===== src/rtl/eth_pkg.sv =====
// Shared Ethernet constants, status bit positions and RX framer states.
// Pure declarations: no latency, no backpressure.
package eth_pkg;

    localparam logic [7:0]  ETH_PREAMBLE = 8'h55;
    localparam logic [7:0]  ETH_SFD      = 8'hD5;
    localparam logic [31:0] CRC_POLY     = 32'hEDB88320;
    localparam logic [31:0] CRC_INIT     = 32'hFFFFFFFF;
    localparam logic [31:0] CRC_RESIDUE  = 32'hDEBB20E3;

    localparam int ST_CRC_ERR  = 4;
    localparam int ST_RX_ERR   = 3;
    localparam int ST_RUNT     = 2;
    localparam int ST_LONG     = 1;
    localparam int ST_FIFO_OVF = 0;

    typedef enum logic [1:0] {
        DROP = 2'd0,
        IDLE = 2'd1,
        PRE  = 2'd2,
        DATA = 2'd3
    } rx_state_t;

endpackage


===== src/rtl/crc32_d8.sv =====
// Reflected CRC-32 next-state for one byte, LSB first; purely combinational (0 cycles).
// No backpressure: the caller decides when to register the result.
module crc32_d8
    import eth_pkg::*;
(
    input  logic [31:0] i_crc_in,
    input  logic [7:0]  i_data,
    output logic [31:0] o_crc_out
);

    logic [31:0] w_crc;

    always_comb begin
        w_crc = i_crc_in;
        for (int b = 0; b < 8; b++) begin
            w_crc = (w_crc >> 1) ^ (CRC_POLY & {32{w_crc[0] ^ i_data[b]}});
        end
        o_crc_out = w_crc;
    end

endmodule


===== src/rtl/gmii_rx_interface.sv =====
// GMII RX framer: strips preamble/SFD, writes bytes to the RX FIFO 1 cycle after sampling, checks FCS.
// A full FIFO drops bytes (fifo_ovf); frames arriving while the previous status is unacked are dropped.
module gmii_rx_interface
    import eth_pkg::*;
#(
    parameter int MAX_LEN = 1518,
    parameter int MIN_LEN = 64,
    parameter int PRE_MAX = 7
) (
    input  logic        clk,
    input  logic        rst_n,
    input  logic [7:0]  gmii_rx_data,
    input  logic        gmii_rx_en,
    input  logic        gmii_rx_er,
    input  logic        fifo_full,
    output logic        fifo_wr,
    output logic [7:0]  fifo_data,
    output logic [10:0] frame_len,
    output logic [4:0]  frame_status,
    output logic        frame_ready,
    input  logic        frame_ack,
    output logic [7:0]  drop_count
);

    localparam int          PRE_W      = $clog2(PRE_MAX + 1);
    localparam logic [PRE_W-1:0] LP_PRE_MAX = PRE_W'(PRE_MAX);
    localparam logic [10:0] LP_MAX_LEN = 11'(MAX_LEN);
    localparam logic [10:0] LP_MIN_LEN = 11'(MIN_LEN);

    rx_state_t        r_state;
    logic [PRE_W-1:0] r_pre_cnt;
    logic [10:0]      r_len;
    logic [10:0]      r_rx_cnt;
    logic             r_rx_err;
    logic             r_long;
    logic             r_ovf;
    logic [31:0]      r_crc;
    logic             r_fifo_wr;
    logic [7:0]       r_fifo_data;
    logic [10:0]      r_frame_len;
    logic [4:0]       r_frame_status;
    logic             r_frame_ready;
    logic [7:0]       r_drop_count;

    logic [31:0]      w_crc_next;
    logic [7:0]       w_drop_next;
    logic [4:0]       w_status;

    crc32_d8 u_crc (
        .i_crc_in  (r_crc),
        .i_data    (gmii_rx_data),
        .o_crc_out (w_crc_next)
    );

    assign w_drop_next = (r_drop_count == 8'hFF) ? 8'hFF : r_drop_count + 8'd1;

    always_comb begin
        w_status              = '0;
        w_status[ST_CRC_ERR]  = (r_crc != CRC_RESIDUE);
        w_status[ST_RX_ERR]   = r_rx_err;
        w_status[ST_RUNT]     = (r_rx_cnt < LP_MIN_LEN);
        w_status[ST_LONG]     = r_long;
        w_status[ST_FIFO_OVF] = r_ovf;
    end

    always_ff @(posedge clk or negedge rst_n) begin
        if (!rst_n) begin
            r_state        <= DROP;
            r_pre_cnt      <= '0;
            r_len          <= '0;
            r_rx_cnt       <= '0;
            r_rx_err       <= 1'b0;
            r_long         <= 1'b0;
            r_ovf          <= 1'b0;
            r_crc          <= CRC_INIT;
            r_fifo_wr      <= 1'b0;
            r_fifo_data    <= '0;
            r_frame_len    <= '0;
            r_frame_status <= '0;
            r_frame_ready  <= 1'b0;
            r_drop_count   <= '0;
        end else begin
            r_fifo_wr <= 1'b0;
            // An end-of-frame below on the same edge overrides this clear.
            if (r_frame_ready && frame_ack) begin
                r_frame_ready <= 1'b0;
            end
            case (r_state)
                DROP: begin
                    if (!gmii_rx_en) r_state <= IDLE;
                end
                IDLE: begin
                    if (gmii_rx_en) begin
                        if (!gmii_rx_er && gmii_rx_data == ETH_PREAMBLE) begin
                            r_state   <= PRE;
                            r_pre_cnt <= PRE_W'(1);
                        end else begin
                            r_state      <= DROP;
                            r_drop_count <= w_drop_next;
                        end
                    end
                end
                PRE: begin
                    if (!gmii_rx_en) begin
                        r_state <= IDLE;
                    end else if (!gmii_rx_er && gmii_rx_data == ETH_PREAMBLE
                                 && r_pre_cnt < LP_PRE_MAX) begin
                        r_pre_cnt <= r_pre_cnt + PRE_W'(1);
                    end else if (!gmii_rx_er && gmii_rx_data == ETH_SFD && !r_frame_ready) begin
                        r_state  <= DATA;
                        r_len    <= '0;
                        r_rx_cnt <= '0;
                        r_rx_err <= 1'b0;
                        r_long   <= 1'b0;
                        r_ovf    <= 1'b0;
                        r_crc    <= CRC_INIT;
                    end else begin
                        r_state      <= DROP;
                        r_drop_count <= w_drop_next;
                    end
                end
                DATA: begin
                    if (gmii_rx_en) begin
                        r_crc <= w_crc_next;
                        if (r_rx_cnt != 11'h7FF) r_rx_cnt <= r_rx_cnt + 11'd1;
                        if (gmii_rx_er) r_rx_err <= 1'b1;
                        if (r_len < LP_MAX_LEN) begin
                            if (!fifo_full) begin
                                r_fifo_wr   <= 1'b1;
                                r_fifo_data <= gmii_rx_data;
                                r_len       <= r_len + 11'd1;
                            end else begin
                                r_ovf <= 1'b1;
                            end
                        end else begin
                            r_long <= 1'b1;
                        end
                    end else begin
                        r_frame_len    <= r_len;
                        r_frame_status <= w_status;
                        r_frame_ready  <= 1'b1;
                        r_state        <= IDLE;
                    end
                end
                default: r_state <= DROP;
            endcase
        end
    end

    assign fifo_wr      = r_fifo_wr;
    assign fifo_data    = r_fifo_data;
    assign frame_len    = r_frame_len;
    assign frame_status = r_frame_status;
    assign frame_ready  = r_frame_ready;
    assign drop_count   = r_drop_count;

endmodule

===== config.mk =====
export PLATFORM = sky130hd
export DESIGN_NAME = gmii_rx_interface
export DESIGN_NICKNAME = d
export VERILOG_FILES = /design/src/rtl/eth_pkg.sv /design/src/rtl/crc32_d8.sv /design/src/rtl/gmii_rx_interface.sv
export SDC_FILE = /design/constraint.sdc
export NUM_CORES = 1
export LEC_CHECK = 0
export CAP_MARGIN = 15
export CORE_MARGIN = 2
export CORE_UTILIZATION = 55
export DETAILED_ROUTE_END_ITERATION = 8
export DONT_BUFFER_PORTS = 1
export MAX_ROUTING_LAYER = met4
export PLACE_DENSITY = 0.66
export SLEW_MARGIN = 40
export SYNTH_ARGS = -nofsm -noshare
export SYNTH_HDL_FRONTEND = slang
export SYNTH_SLANG_ARGS = --single-unit

===== constraint.sdc =====
create_clock -name clk -period 4.8 [get_ports clk]
set_clock_uncertainty 0.1 [all_clocks]
set_input_delay 0.72 -clock clk [delete_from_list [all_inputs] [get_ports clk]]
set_output_delay 0.72 -clock clk [all_outputs]
set_load 0.02 [all_outputs]

-- After elaboration in Yosys (flattened, before gate mapping)
Cells that the tools add are included.
Widths: inputs -> output; s select.
- register bits: 96
- mux-type cells: 54
- bitwise logic cells: 18
- reductions and logical operators: 22
- add/sub/neg operators: 4
- equal/unequal tests: 25
- order comparisons: 3
- operators by type and width (kind ; number):
    $xor 31x32->32 ; 8
    $mux 32 ; 4
    $mux 11 ; 8
    $pmux 32 s2 ; 1
    $mux 8 ; 6
    $pmux 11 s2 ; 2
    $ne 2x2->1 const B ; 16
    $ne 32x32->1 const B ; 1
    $reduce_and 6->1 ; 4
    $add 11x1->11 const B ; 2
    $mux 1 ; 17
    $eq 8x8->1 const B ; 2
    $pmux 8 s2 ; 1
    $reduce_and 7->1 ; 2
    $mux 2 ; 6
    $mux 3 ; 4
    $lt 11x11->1 const B ; 1
    $lt 11x7->1 const B ; 1
    $ne 11x11->1 const B ; 1
    $reduce_and 5->1 ; 2
    $add 8x1->8 const B ; 1
    $eq 8x7->1 const B ; 1
    $xor 1x1->1 ; 8
    $pmux 1 s2 ; 3
    other kinds (16) ; 24

-- Longest topological paths before layout
- depth in word-level cells: 18
- gate-level depth with buffers: 9

-- Cells and area by module
A second synthesis with hierarchy kept.
- cells, all modules: 524
- area total of the unflattened synthesis: 5620.4 um^2
- by module, submodules not included (module ; cells an instance ; seq. area each (um^2) ; times used ; area each (um^2)):
    gmii_rx_interface ; 458 ; 2442.3 ; 1 ; 4650.7
    crc32_d8 ; 66 ; 0.0 ; 1 ; 969.7

-- Worst setup path after synthesis
No wires, ideal clock.
- path type: input -> register
- start: input gmii_rx_er
- end: register r_len[10]
- stages on the path: 5
- library setup time: 0.078 ns
- setup slack: 2.355 ns
- required time: 4.622 ns
- arrival time: 2.267 ns
- path through: nand4bb_2 > o41ai_4 > o2111ai_2 > or4_1 > a21oi_1
- word-level cells in the longest chain between the ends: 5
- elaborated cells on any way between the ends: 8
- RTL lines (item ; line ; text):
    start, declared ; gmii_rx_interface.sv:14 ; input logic gmii_rx_er,
    $logic_not 1->1 (*) ; gmii_rx_interface.sv:106, gmii_rx_interface.sv:109 ;
    $logic_and 1x1->1 (on tied branches) ; gmii_rx_interface.sv:109, gmii_rx_interface.sv:106 ;
    $logic_and 1x1->1 (on tied branches) ; gmii_rx_interface.sv:109, gmii_rx_interface.sv:107 ;
    $ne 2x2->1 (no source line) ; n/a ;
    $reduce_and 7->1 (no source line) (*) ; n/a ;
    end signal, assigned ; gmii_rx_interface.sv:131 ; r_len <= r_len + 11'd1;
    end, declared ; gmii_rx_interface.sv:32 ; logic [10:0] r_len;
Mark *: on every way between the ends. The rest lies on a longest branch, timed or not.
A chain may end at the register's enable or synchronous reset.

-- Worst setup path after layout
- start: register r_state[0]
- end: register r_len[10]
- word-level cells in the longest chain between the ends: 3
- elaborated cells on any way between the ends: 11
- RTL lines (item ; line ; text):
    start, declared ; gmii_rx_interface.sv:30 ; rx_state_t r_state;
    start signal, assigned ; gmii_rx_interface.sv:68 ; r_state <= DROP;
    start signal, assigned ; gmii_rx_interface.sv:90 ; if (!gmii_rx_en) r_state <= IDLE;
    start signal, assigned ; gmii_rx_interface.sv:95 ; r_state <= PRE;
    $eq 2x2->1 ; gmii_rx_interface.sv:88 ; case (r_state)
    $ne 2x2->1 (no source line) / $reduce_bool 2->1 (equally long branches) ; n/a ;
    $reduce_and 7->1 (no source line) ; n/a ;
Several ways; a longest one is shown, not always the timed one.

==> metrics.md <==
| Metric | Value |
|---|---|
| Num CTS Buffers | `9` |
| Avg WL per Cell | `18.3 um` |
| # resized after CTS | `0` |
| Synth Cell Area | `5010 um2` |
| PortBufs | `0` |
| CP Cell Sequence | `inv_1 -> ha_1 -> inv_1 -> o41ai_4 -> o2111ai_2 -> or4_1 -> a21oi_1` |
| Fill count | `763` |
| Cts hold-fix bufs | `1` |
| Count leader, synth | `dfrtp_1` |
| Via Count | `3552` |
| Aggregate global-route resource usage | `23.5%` |
| Chip width | `99.4 um` |
| Max Cap Viol | `0` |
| Worst setup SP type | `flip-flop` |
| Post-layout util | `60.9%` |
| Syn nets | `493` |
| Largest cells by area after synthesis | `dfrtp_1, dfstp_2, xnor2_1` |
| Commonest cells post-synth | `dfrtp_1, a21oi_1, xnor2_1` |
| Antenna diodes | `0` |
| Clk_lat worst skew | `0.37 ns` |
| Max_slew headroom | `45.2%` |
| TritonCTS clock tree | `built` |
| FMAX | `340 MHz` |
| Worst Path Required | `5.00 ns` |
| Grt ovf | `0` |
| Run status | `complete, no violations` |
| Compound-Gate Fraction of Synth Area | `13.6%` |
| Synth unique cells | `50` |
| Critical path arrival | `3.14 ns` |
| Antenna-violating nets left | `0` |
| Area leader, netlist | `dfrtp_1` |
| Nets | `490` |
| DP HPWL | `7380 um` |
| Worst path bufs/invs | `2` |
| Crit-path most repeated cell | `inv_1` |
| RSZ-0062 raised after global routing | `false` |
| Synth Flop Type | `dfrtp_1` |
| Post-Synthesis Cells | `471` |
| Period Utilization, post-route | `61.2%` |
| Post-route minimum period | `2.94 ns` |
| Root buf cell | `clkbuf_8` |
| DR pass1 iterations | `4` |
| Crit-path leading delay family | `compound AO/OA/AOI/OAI gates` |
| Fin area | `5340 um2` |
| Sequential cell area | `2440 um2` |
| Final setup fails | `0` |
| Crit Path Category | `reg -> reg` |
| Pin count of the biggest net entering global routing | `65` |
| Share of the synthesized area in the top cell type | `32.0%` |
| EDFF count, synth | `0` |
| DIE HEIGHT | `99.4 um` |
| Slowest CP cell | `or4_1` |
| Vias in the first global route | `3421` |
| Register area share after synthesis | `48.8%` |
| Wirelength, routed | `10600 um` |
| Ys Warns | `0` |
| Initial Utilization | `57.1%` |
| Post-synthesis mux area share | `6.00%` |
| Asr flop ratio synth | `100%` |
| Post-synthesis xor/xnor area fraction | `12.6%` |
| Area of the multi-input gates | `2470 um2` |
| DRC | `0` |
| H-tree levels | `3` |
| Initial DRC count | `150` |
| Initial antenna violation count | `0` |
| CP max FO | `19` |
| Placed cell area | `5110 um2` |
| PwrDens | `455 nW/um2` |
| Leak pwr | `2.20 nW` |
| CP endpoint kind | `flip-flop` |
| Die area | `9880 um2` |
| Synth-to-Final Area Change | `6.65%` |
| Core area | `8760 um2` |
| Vias per Instance | `6.11` |
| Worst path max stage delay | `0.63 ns` |
| Row count | `34` |
| TNS Setup | `0 ns` |
| Final GP Congestion | `0.886` |
| Mean Syn Cell Area | `10.6 um2` |
| Clk sinks | `96` |
| Hold crit path type | `in -> async` |
| Final hold vios | `0` |
| Worst-Margin Slew | `0.816 ns` |
| # Post-CTS Setup Buffers | `0` |
| Ports | `48` |
| Fraction of layout cells with a size suffix above 1 | `19.2%` |
| Clk buf depth | `2` |
| Largest family of logic cells by synthesized area | `simple AND/OR/NAND/NOR gates` |
| Global-route wire length before repair | `17700 um` |
| Adder-cell area share of the yosys netlist | `2.00%` |
| Reg clk slew, reported paths | `0.10 ns` |
| Post-Synth Simple-Gate Area | `14.6%` |
| Slew Viols, Final | `0` |
| Maximum VDD drop | `0.278 mV` |
| FF+latch count, synth | `96` |
cells by family (layout without fill, tap and decap cells):
family	Yosys count	in the layout
multiplexers	27	27
adder cells (fa/ha/maj)	8	8
XOR/XNOR	69	69
flip-flops	96	96
buffers and inverters	30	32
AND/OR/NAND/NOR	134	134
AO/OA/AOI/OAI	107	107
cell usage in the layout (no fill, tap or decap), drive strengths merged, types with 2 or more instances in the layout:
cell / n
dfrtp: 64
a21oi: 48
xnor2: 44
nor2: 35
dfstp: 32
nand2: 27
mux2: 24
xor2: 24
o21ai: 17
a31oi: 14
or3: 13
inv: 13
nand3: 12
clkbuf: 11
nand4: 9
or4: 9
ha: 8
o31ai: 7
o22a: 6
nand2b: 5
buf: 5
nand4b: 4
and2: 4
nor3: 4
and3: 3
a32o: 3
mux2i: 3
o21a: 2
o211ai: 2
o21bai: 2
nor4: 2
clkinv: 2
nand4bb: 2
cell type report:
type,instances,share of cell area [%]
Multi-Input combinational cell,345,46.2
Sequential cell,96,45.7
Tap cell,108,2.53
Clock buffer,11,2.46
Clock inverter,5,1.22
Timing Repair Buffer,5,1.03
Inverter,11,0.773
power breakdown:
group | internal, mW | switching, mW | total [mW]
Combinational | 0.367 | 0.407 | 0.774
Clock | 0.247 | 0.296 | 0.543
Sequential | 0.955 | 0.157 | 1.11
Total | 1.57 | 0.861 | 2.43
per-stage QoR:
| stage | hold slack [ns] | worst slack (ns) | instances | power [mW] |
|---|---|---|---|---|
| 6_report | 0.0952 | 1.86 | 581 | 2.43 |
| 5_1_grt | 0.0647 | 1.66 | 581 | 2.58 |
| 4_1_cts | 0.0706 | 1.84 | 581 | 2.44 |
| 3_5_place_dp | 0.327 | 1.87 | 564 | 1.88 |
| 3_3_place_gp | 0.326 | 1.91 | 563 | 1.87 |
| 2_1_floorplan | 0.324 | 2.35 | 471 | 1.73 |
flip-flops by register name, indices dropped and copies added, names as in the netlist, 2 cells and up:
name	count
r_len	11
r_state	2
r_pre_cnt	3
r_rx_cnt	11
frame_len	11
frame_status	5
fifo_data	8
r_crc	32
drop_count	8
routing by layer:
| metal | vias up | part of all wire, % | GRT usage, % |
|---|---|---|---|
| met5 | - | 0 | - |
| met4 | 0 | 1.1 | 6.01 |
| met3 | 8 | 4.1 | 5.13 |
| met2 | 63 | 48 | 35.8 |
| met1 | 1795 | 47 | 32.4 |
| li1 | 1686 | - | - |
worst reg2reg max path: stages (launching register included):
cell       delay (ns)
dfrtp_1          0.42
inv_1            0.09
ha_1             0.42
inv_1            0.17
o41ai_4          0.44
o2111ai_2        0.45
or4_1            0.63
a21oi_1          0.15
worst paths after layout:
path,from,end,slack [ns],cells past startpoint
max reg2reg,r_state[0]$_DFFE_PN0P_,r_len[10]$_DFFE_PN0P_,1.86,7
max in group asynchronous,rst_n,frame_status[4]$_DFFE_PN0P_,4.21,1
min in group clk,frame_ack,frame_ready$_DFF_PN0_,0.35,1
min,rst_n,r_crc[4]$_DFFE_PN1P_,0.1,0
min reg2reg,r_crc[26]$_DFFE_PN1P_,r_crc[26]$_DFFE_PN1P_,0.42,2
max,r_state[0]$_DFFE_PN0P_,r_len[10]$_DFFE_PN0P_,1.86,7
No activity file was read; power rests on OpenSTA's default activity.
